===== config.mk =====
export PLATFORM = sky130hd
export DESIGN_NAME = mux_n_1_seq
export DESIGN_NICKNAME = d
export VERILOG_FILES = /design/src/rtl/mux_n_1_seq.sv
export SDC_FILE = /design/constraint.sdc
export NUM_CORES = 1
export LEC_CHECK = 0
export CORE_AREA = 2 2 39 41
export DETAILED_ROUTE_END_ITERATION = 16
export DIE_AREA = 0 0 41 43
export PLACE_DENSITY = 0.65
export SLEW_MARGIN = 20
export SYNTH_ARGS = -nofsm -noshare
export SYNTH_HDL_FRONTEND = slang
export SYNTH_SLANG_ARGS = --single-unit

===== constraint.sdc =====
create_clock -name clk -period 1.1 [get_ports clk]
set_input_delay 0.165 -clock clk [delete_from_list [all_inputs] [get_ports clk]]
set_output_delay 0.165 -clock clk [all_outputs]
set_load 0.1 [all_outputs]

===== src/rtl/mux_n_1_seq.sv =====
// mux_n_1_seq: parametrised registered N-to-1 multiplexer with a valid/ready
// output stage and an optional auto-scan sequencer that walks every channel.
// Optional feature macro: MUX_SCAN_EN builds the SCAN/DONE sequencer. Without
// it only direct mode exists, and busy/done are tied low.
module mux_n_1_seq #(
    parameter int N_CH  = 8,
    parameter int WIDTH = 1,
    parameter int SEL_W = 3
) (
    input  logic                  clk,
    input  logic                  rst,
    input  logic [N_CH*WIDTH-1:0] i,
    input  logic [SEL_W-1:0]      s,
    input  logic                  in_valid,
    input  logic                  mode,
    input  logic                  start,
    output logic [WIDTH-1:0]      o,
    output logic [SEL_W-1:0]      o_sel,
    output logic                  o_valid,
    input  logic                  o_ready,
    output logic                  err,
    output logic                  busy,
    output logic                  done
);

    // The channel count is held one bit wider than the select so that
    // N_CH == 2**SEL_W is still representable.
    localparam logic [SEL_W:0] LP_NCH = (SEL_W+1)'(N_CH);

    logic             w_ldOk;
    logic             w_accept;
    logic             w_dirErr;
    logic [WIDTH-1:0] w_dirData;

    assign w_ldOk   = !o_valid || o_ready;
    assign w_accept = o_valid && o_ready;
    assign w_dirErr = ({1'b0, s} >= LP_NCH);

    // Direct-mode data: the channel addressed by s, or zero when s points past the last channel
    always_comb begin
        w_dirData = '0;
        for (int k = 0; k < N_CH; k++) begin
            if ({1'b0, s} == (SEL_W+1)'(k)) begin
                w_dirData = i[k*WIDTH +: WIDTH];
            end
        end
    end

`ifdef MUX_SCAN_EN

    typedef enum logic [1:0] {
        IDLE,
        SCAN,
        DONE
    } state_t;

    state_t           r_state;
    logic [SEL_W:0]   r_cnt;
    logic [WIDTH-1:0] w_cntData;

    // Scan-mode data: the channel addressed by the scan counter, sampled live at load time
    always_comb begin
        w_cntData = '0;
        for (int k = 0; k < N_CH; k++) begin
            if (r_cnt == (SEL_W+1)'(k)) begin
                w_cntData = i[k*WIDTH +: WIDTH];
            end
        end
    end

    // Sequencer FSM and output register. A handshake clears o_valid, and a load in the same cycle overrides that, so there is no bubble
    always_ff @(posedge clk) begin
        if (rst) begin
            r_state <= IDLE;
            r_cnt   <= '0;
            o       <= '0;
            o_sel   <= '0;
            o_valid <= 1'b0;
            err     <= 1'b0;
            busy    <= 1'b0;
            done    <= 1'b0;
        end else begin
            done <= 1'b0;
            if (w_accept) begin
                o_valid <= 1'b0;
            end
            case (r_state)
                IDLE: begin
                    if (mode) begin
                        if (start && w_ldOk) begin
                            o       <= i[WIDTH-1:0];
                            o_sel   <= '0;
                            err     <= 1'b0;
                            o_valid <= 1'b1;
                            r_cnt   <= (SEL_W+1)'(1);
                            r_state <= SCAN;
                            busy    <= 1'b1;
                        end
                    end else if (in_valid && w_ldOk) begin
                        o       <= w_dirData;
                        o_sel   <= s;
                        err     <= w_dirErr;
                        o_valid <= 1'b1;
                    end
                end
                SCAN: begin
                    if (r_cnt == LP_NCH) begin
                        // The last channel is on the output; finish once it has been taken
                        if (w_accept) begin
                            r_state <= DONE;
                            done    <= 1'b1;
                        end
                    end else if (w_ldOk) begin
                        o       <= w_cntData;
                        o_sel   <= r_cnt[SEL_W-1:0];
                        err     <= 1'b0;
                        o_valid <= 1'b1;
                        r_cnt   <= r_cnt + (SEL_W+1)'(1);
                    end
                end
                DONE: begin
                    r_state <= IDLE;
                    r_cnt   <= '0;
                    busy    <= 1'b0;
                end
                default: begin
                    r_state <= IDLE;
                    r_cnt   <= '0;
                    busy    <= 1'b0;
                end
            endcase
        end
    end

`else

    // mode and start have no meaning without the sequencer
    logic w_unusedScan;
    assign w_unusedScan = &{1'b0, mode, start};

    // Direct-only output register. A handshake clears o_valid, and a load in the same cycle overrides that
    always_ff @(posedge clk) begin
        if (rst) begin
            o       <= '0;
            o_sel   <= '0;
            o_valid <= 1'b0;
            err     <= 1'b0;
        end else begin
            if (w_accept) begin
                o_valid <= 1'b0;
            end
            if (in_valid && w_ldOk) begin
                o       <= w_dirData;
                o_sel   <= s;
                err     <= w_dirErr;
                o_valid <= 1'b1;
            end
        end
    end

    assign busy = 1'b0;
    assign done = 1'b0;

`endif

endmodule


# == After elaboration in Yosys (flattened, before gate mapping) ==
# Cells that the tools add are included.
# word_totals
inputBits,17
output_inout_bits,8
reg_bits,5
wordCells,26
# op_classes
n_eq_ne,7
reduce_logical,6
n_mux,10
# op_table
cell,count
"3-bit equality test, second input constant",4
1-bit two-way mux,10
"3-bit by 2-bit equality test with 1-bit output, second input constant",2
"3-bit by 1-bit equality test with 1-bit output, second input constant",1
3-bit logical NOT,1
1-bit logical AND,2
2-bit nonzero test,1
1-bit logical NOT,1
1-bit logical OR,1

# == Longest topological paths before layout ==
# depth
ltp_word,9
mapped_depth,4
depth_no_buf,3

# == Worst setup path before layout ==
# No wires, ideal clock.
# synth_path
path_kind,reg-to-reg
start,register o_valid
end,register o
path_stages_with_launch,4
period_less_slack_ps,1585
path_buffers,0
arrival_ps,1451
path_slack_ps,-485
t_required_ps,966
setup_time_ps,134
cell_sequence,dfxtp_1 > nand2b_1 > a21oi_1 > a311oi_1
# synth_between
elab_chain_cells,3
# synth_rtl
element,line,rtl
start: declaration,19,"output logic o_valid,"
start signal: assignment,146,o_valid <= 1'b0;
start signal: assignment,150,o_valid <= 1'b0;
start signal: assignment,156,o_valid <= 1'b1;
1-bit logical NOT,35,assign w_ldOk = !o_valid || o_ready;
1-bit logical OR,35,
1-bit logical AND,152,if (in_valid && w_ldOk) begin
end signal: assignment,153,o <= w_dirData;
end: declaration,17,"output logic [WIDTH-1:0] o,"
# No other way between the ends.
# A chain may end at the register's enable or synchronous reset.

# == Final worst setup path ==
# layout_path
start,input port s[2]
end,register o
# layout_between
elab_chain_cells,9
word_cells_on_any_way,16
cone_classes,7 x eq/ne; 8 x mux; 1 x reduce/logical
# layout_rtl
element,line,rtl
start: declaration,13,"input logic [SEL_W-1:0] s,"
3-bit logical NOT,43,"if ({1'b0, s} == (SEL_W+1)'(k)) begin"
1-bit two-way mux (7 in series),43,
1-bit two-way mux (*),43,
# Every way passes the cells marked *; elsewhere a longest branch is shown, timed or not.

==> impl_metrics.csv <==
group,metric,value,unit
critical_path,path_class,"input port to flip-flop",
yosys,synthCells,30,
yosys,avgSynthCellArea,9.34,um2
clock_network,clock_latency,0.25,ns
timing,rsz0062_at_grt,"no",
timing,fin_skew,0.000999,ns
yosys,synth.area.top_cells,"dfxtp_1 36%, mux2i_1 14%, a21oi_1 8.9%",
detailed_routing,drtIter0Drc,4,
power_and_ir_drop,p_leak,0.256,nW
yosys,synth_common_cells,"5 x a21oi_1, 5 x dfxtp_1, 4 x mux2i_1",
floorplan,dieArea,0.00176,mm2
detailed_routing,dr.pass1.iters,2,
min_path,hold_path.class,"input port to flip-flop",
global_route,grt_use_total,9.36,%
timing,min_period,1.06,ns
global_route,grt_pass1_vias,275,
critical_path,endpoint_kind,"flip-flop",
final_layout,drive_gt1_share,35.7,%
clock_network,cts_setup_buffers,0,
yosys,yosysWarnings,0,
clock_network,cts_made_buffers,3,
critical_path,cp_max_fo,2,
timing,finalCritPeriodShare,96.1,%
timing,setup_viol,0,
global_route,grt_max_degree,6,
clock_network,postCtsResizedCells,13,
final_layout,diodes,0,
floorplan,row_count,14,
final_layout,layout.nets,74,
placed_design,globalplace.congestion,0.734,
detailed_routing,via_per_inst,4.15,
power_and_ir_drop,power.density,1230,mW/mm2
floorplan,start_util,20.3,%
detailed_routing,post-route-drc-count,0,
floorplan,die_w,41,um
job,maxCapViolCount,0,
yosys,yosysTopAreaCell,"dfxtp_1",
yosys,yosys_most_used_dff,"dfxtp_1",
timing,fmax,946,MHz
detailed_routing,wl_per_cell,9.29,um
placed_design,place_area,561,um2
critical_path,slowest_delay,0.49,ns
critical_path,cp-start-kind,"input port",
clock_network,cts_hold_buf,0,
yosys,synth.distinct_cells,13,
floorplan,core,0.00138,mm2
critical_path,crit_chain,"clkdlybuf4s50_1 > mux4_2 > a311oi_1",
timing,holdWs,0.341,ns
critical_path,timing.critical_path.slowest_stage_cell,"clkdlybuf4s50_1",
clock_network,clock_sinks,5,
yosys,syn-cell-area,280,um2
final_layout,fin_util,41.2,%
clock_network,clk_pin_slew,0.04,ns
yosys,async_reset_ff_share,0,%
placed_design,hpwl,562,um
clock_network,cts-root-buf,"clkbuf_4",
placed_design,dp.cells,68,
yosys,synth_top_cell_area_share,35.7,%
final_layout,area.growth.synth_to_final,104,%
final_layout,final_area,571,um2
clock_network,cts_tree,"yes",
global_route,grt.overflow.total,0,
timing,final_hold_viol_count,0,
power_and_ir_drop,vdd_ir_drop_max,0.000578,V
critical_path,worstPathArrival,1.21,ns
global_route,grt_pass1_wl,1060,um
clock_network,cts.path.max_buffers,2,
global_route,antenna_found_initial,0,
floorplan,die_h,43,um
yosys,synth_seq_cells,5,
placed_design,io_buffers,19,
timing,final_max_slew_viol_count,0,
yosys,synth_edf_count,0,
detailed_routing,ant_nets,0,
floorplan,io_pins,25,
clock_network,cts_max_level,1,
yosys,yosysSeqAreaShare,35.7,%
detailed_routing,wl,669,um
final_layout,fillers,146,
final_layout,instances_no_fill,72,
outcome,outcome,"completed",
detailed_routing,vias,299,
critical_path,critPathRequiredTime,1.25,ns
path summary, 6_finish.rpt:
kind	end	startpoint	slack (ns)	depth (start not counted)
worst min-delay path	o_sel[0]$_SDFFE_PP0P_	s[0]	0.34	4
worst min register to register	o_sel[0]$_SDFFE_PP0P_	o_sel[0]$_SDFFE_PP0P_	0.50	2
worst max-delay path	o$_SDFFE_PP0P_	s[2]	0.04	3
worst max register to register	o_sel[2]$_SDFFE_PP0P_	o_valid$_SDFFE_PP0P_	0.18	4
per-stage QoR:
step                total power [W]  worst slack [ns]  setup TNS [ns]
global placement           0.000502            -0.530          -0.915
global route               0.000731            0.0148               0
CTS                        0.000707            0.0320               0
finish                     0.000702            0.0426               0
detailed placement         0.000503            -0.583          -0.963
floorplan                  0.000388          -0.00722        -0.00722
registers in the layout, indices dropped and copies added, names as in the netlist:
signal,cells
o_valid,1
o_sel,3
o,1
worst max-delay path: cells and delay by family:
family                 cells  cell delay [ns]
buffers and inverters      1             0.49
muxes                      1             0.29
AOI/OAI and AO/OA          1             0.26
kinds of logic after synthesis:
logic type / after synthesis / synth area share (%)
buf+inv: 5 / 13.4
compound gates: 9 / 17.4
other cells: 1 / 1.34
flops: 5 / 35.7
simple gates: 5 / 9.82
mux: 5 / 22.3
cell type report:
type	instances	area [um2]	area share, %
Timing Repair Buffer	24	262	45.8
Multi-Input combinational cell	22	150	26.3
Sequential cell	5	109	19.1
Clock buffer	4	26.3	4.61
Tap cell	16	20.0	3.51
Inverter	1	3.75	0.658
layout by cell type, fill, tap and decap left out, types with 3 or more instances in the layout:
cell type        count
o21ai_0              3
conb_1               3
mux2i_1              4
dfxtp_2              4
buf_4                5
clkbuf_4             3
buf_12               5
nand3_1              3
clkdlybuf4s50_1      4
a21oi_1              5
dlygate4sd2_1        9
layer usage:
layer  GRT usage, %  vias up  wire length [um]
li1               -      155                 -
met1           10.7      130               280
met2           13.1       11               323
met3           6.28        3                53
met4           4.00        0                12
met5              0        -                 0
power by group:
| part | internal (W) | total (W) | switching [W] |
|---|---|---|---|
| registers | 0.000196 | 0.000208 | 0.0000126 |
| logic | 0.000109 | 0.000277 | 0.000168 |
| clock network | 0.000137 | 0.000216 | 0.0000788 |
| total | 0.000442 | 0.000702 | 0.000260 |
(Power assumes the default switching activity.)
==> edit: new RTL, config.mk and constraints unchanged <==
The parameter `SEL_W` goes from 3 to 4.
--- a/src/rtl/mux_n_1_seq.sv
+++ b/src/rtl/mux_n_1_seq.sv
@@ -7,3 +7,3 @@
     parameter int WIDTH = 1,
-    parameter int SEL_W = 3
+    parameter int SEL_W = 4
 ) (
Ports: changed (resized o_sel and s); port bits go from 25 to 27. No check against the original RTL was run, so the function may have changed too.
==> edit against the original RTL <==
Synthesized area increased by 22%. Register-to-register slack worse by 0.02 ns. Total power rose by 22%. Design area is 32% higher. Wire length rose by 46%. First-iteration DRC count up 100%. Worst setup slack got worse by 0.029 ns. Sequential cell count up 2. Largest power group unchanged.
==> edit: results (changes against the original RTL) <==
----------------------------------------------------
[Finish]
  Final non-filler cell total ... 89 (was 72)
  Flip-flop count of the largest register, all copies and words added ... 4 (was 3)

[Setup path]
  Critical path's top delay family ... multiplexers (was buffers and inverters)
  CP Launch Point ... i[6] (was s[2])
  R2r worst-path depth ... 3 (was 4)
  Maximum single-stage delay on the critical path ... 0.45 ns (was 0.49 ns)
  Highest fanout seen on the critical path ... 1 (was 2)
  R2r setup slk ... 0.16 ns (was 0.18 ns)

[Run status]
  Outcome ... finished clean (unchanged)

[Global routing]
  Vias in the first global route ... 425 (was 275)
  M1 GR Usage ... 19.3% (was 10.7%)
  Grt met3 use ... 4.71% (was 6.28%)

[Detailed routing]
  DR WL met3 ... 59 microns (was 53 microns)
  Number of DRC violations after detailed-routing iteration 0 ... 8 (was 4)
  Wire length on met1 ... 437 microns (was 280 microns)
  Length of the first detailed-routing pass in iterations ... 4 (was 2)
  Met2 Wirelength ... 459 microns (was 323 microns)

[Placed design]
  Pre-CTS WS ... -0.570 ns (was -0.583 ns)
  Placed insts ... 85 (was 68)

[Synth]
  Fraction of synthesized area in multiplexers ... 12.4% (was 22.3%)
  Most used standard cells in the synthesized netlist ... sky130_fd_sc_hd__a21oi_1 (7), sky130_fd_sc_hd__dfxtp_1 (7), sky130_fd_sc_hd__nand3_1 (5), sky130_fd_sc_hd__o21ai_0 (5) (was sky130_fd_sc_hd__a21oi_1 (5), sky130_fd_sc_hd__dfxtp_1 (5), sky130_fd_sc_hd__mux2i_1 (4))
  Mean instance size in the synthesized netlist ... 8.79 sq um (was 9.34 sq um)
  Share of the synthesized area in compound gates (AO/OA/AOI/OAI) ... 20.4% (was 17.4%)

[Pwr]
  Flip-flop and latch power ... 0.000287 W (was 0.000208 W)
  Total combinational power ... 0.000334 W (was 0.000277 W)

----------------------------------------------------
-- edit: tightest hold or removal path, cell delays in order --
cell                      delay [ns]
sky130_fd_sc_hd__buf_2          0.11
sky130_fd_sc_hd__buf_4          0.13
sky130_fd_sc_hd__nand3_1        0.06
sky130_fd_sc_hd__a21oi_1        0.06
-- edit: worst min-delay path by stage --
stage	startpoint	endpoint	slack, ns
after global routing	s[1]	o_sel[1]	0.34
final	s[1]	o_sel[1]	0.31
after CTS	s[1]	o_sel[1]	0.31
after floorplan	s[0]	o_sel[0]	0.31
after global placement	err	err	0.48
after detailed placement	o_sel[1]	o_sel[1]	0.49
-- edit: cell type report --
| cell class | count | area share [%] |
|---|---|---|
| clock buffers | 4 | 3.48 |
| inverters | 1 | 0.498 |
| multi-input cells | 29 | 25.7 |
| flip-flops and latches | 7 | 20.1 |
| well taps | 16 | 2.65 |
| repair buffers | 32 | 47.6 |
-- edit: timing repair --
item,CTS,global route
cloned,0,0
pin swaps,2,0
endpoints found under the setup margin,1,1
resized for setup,13,1
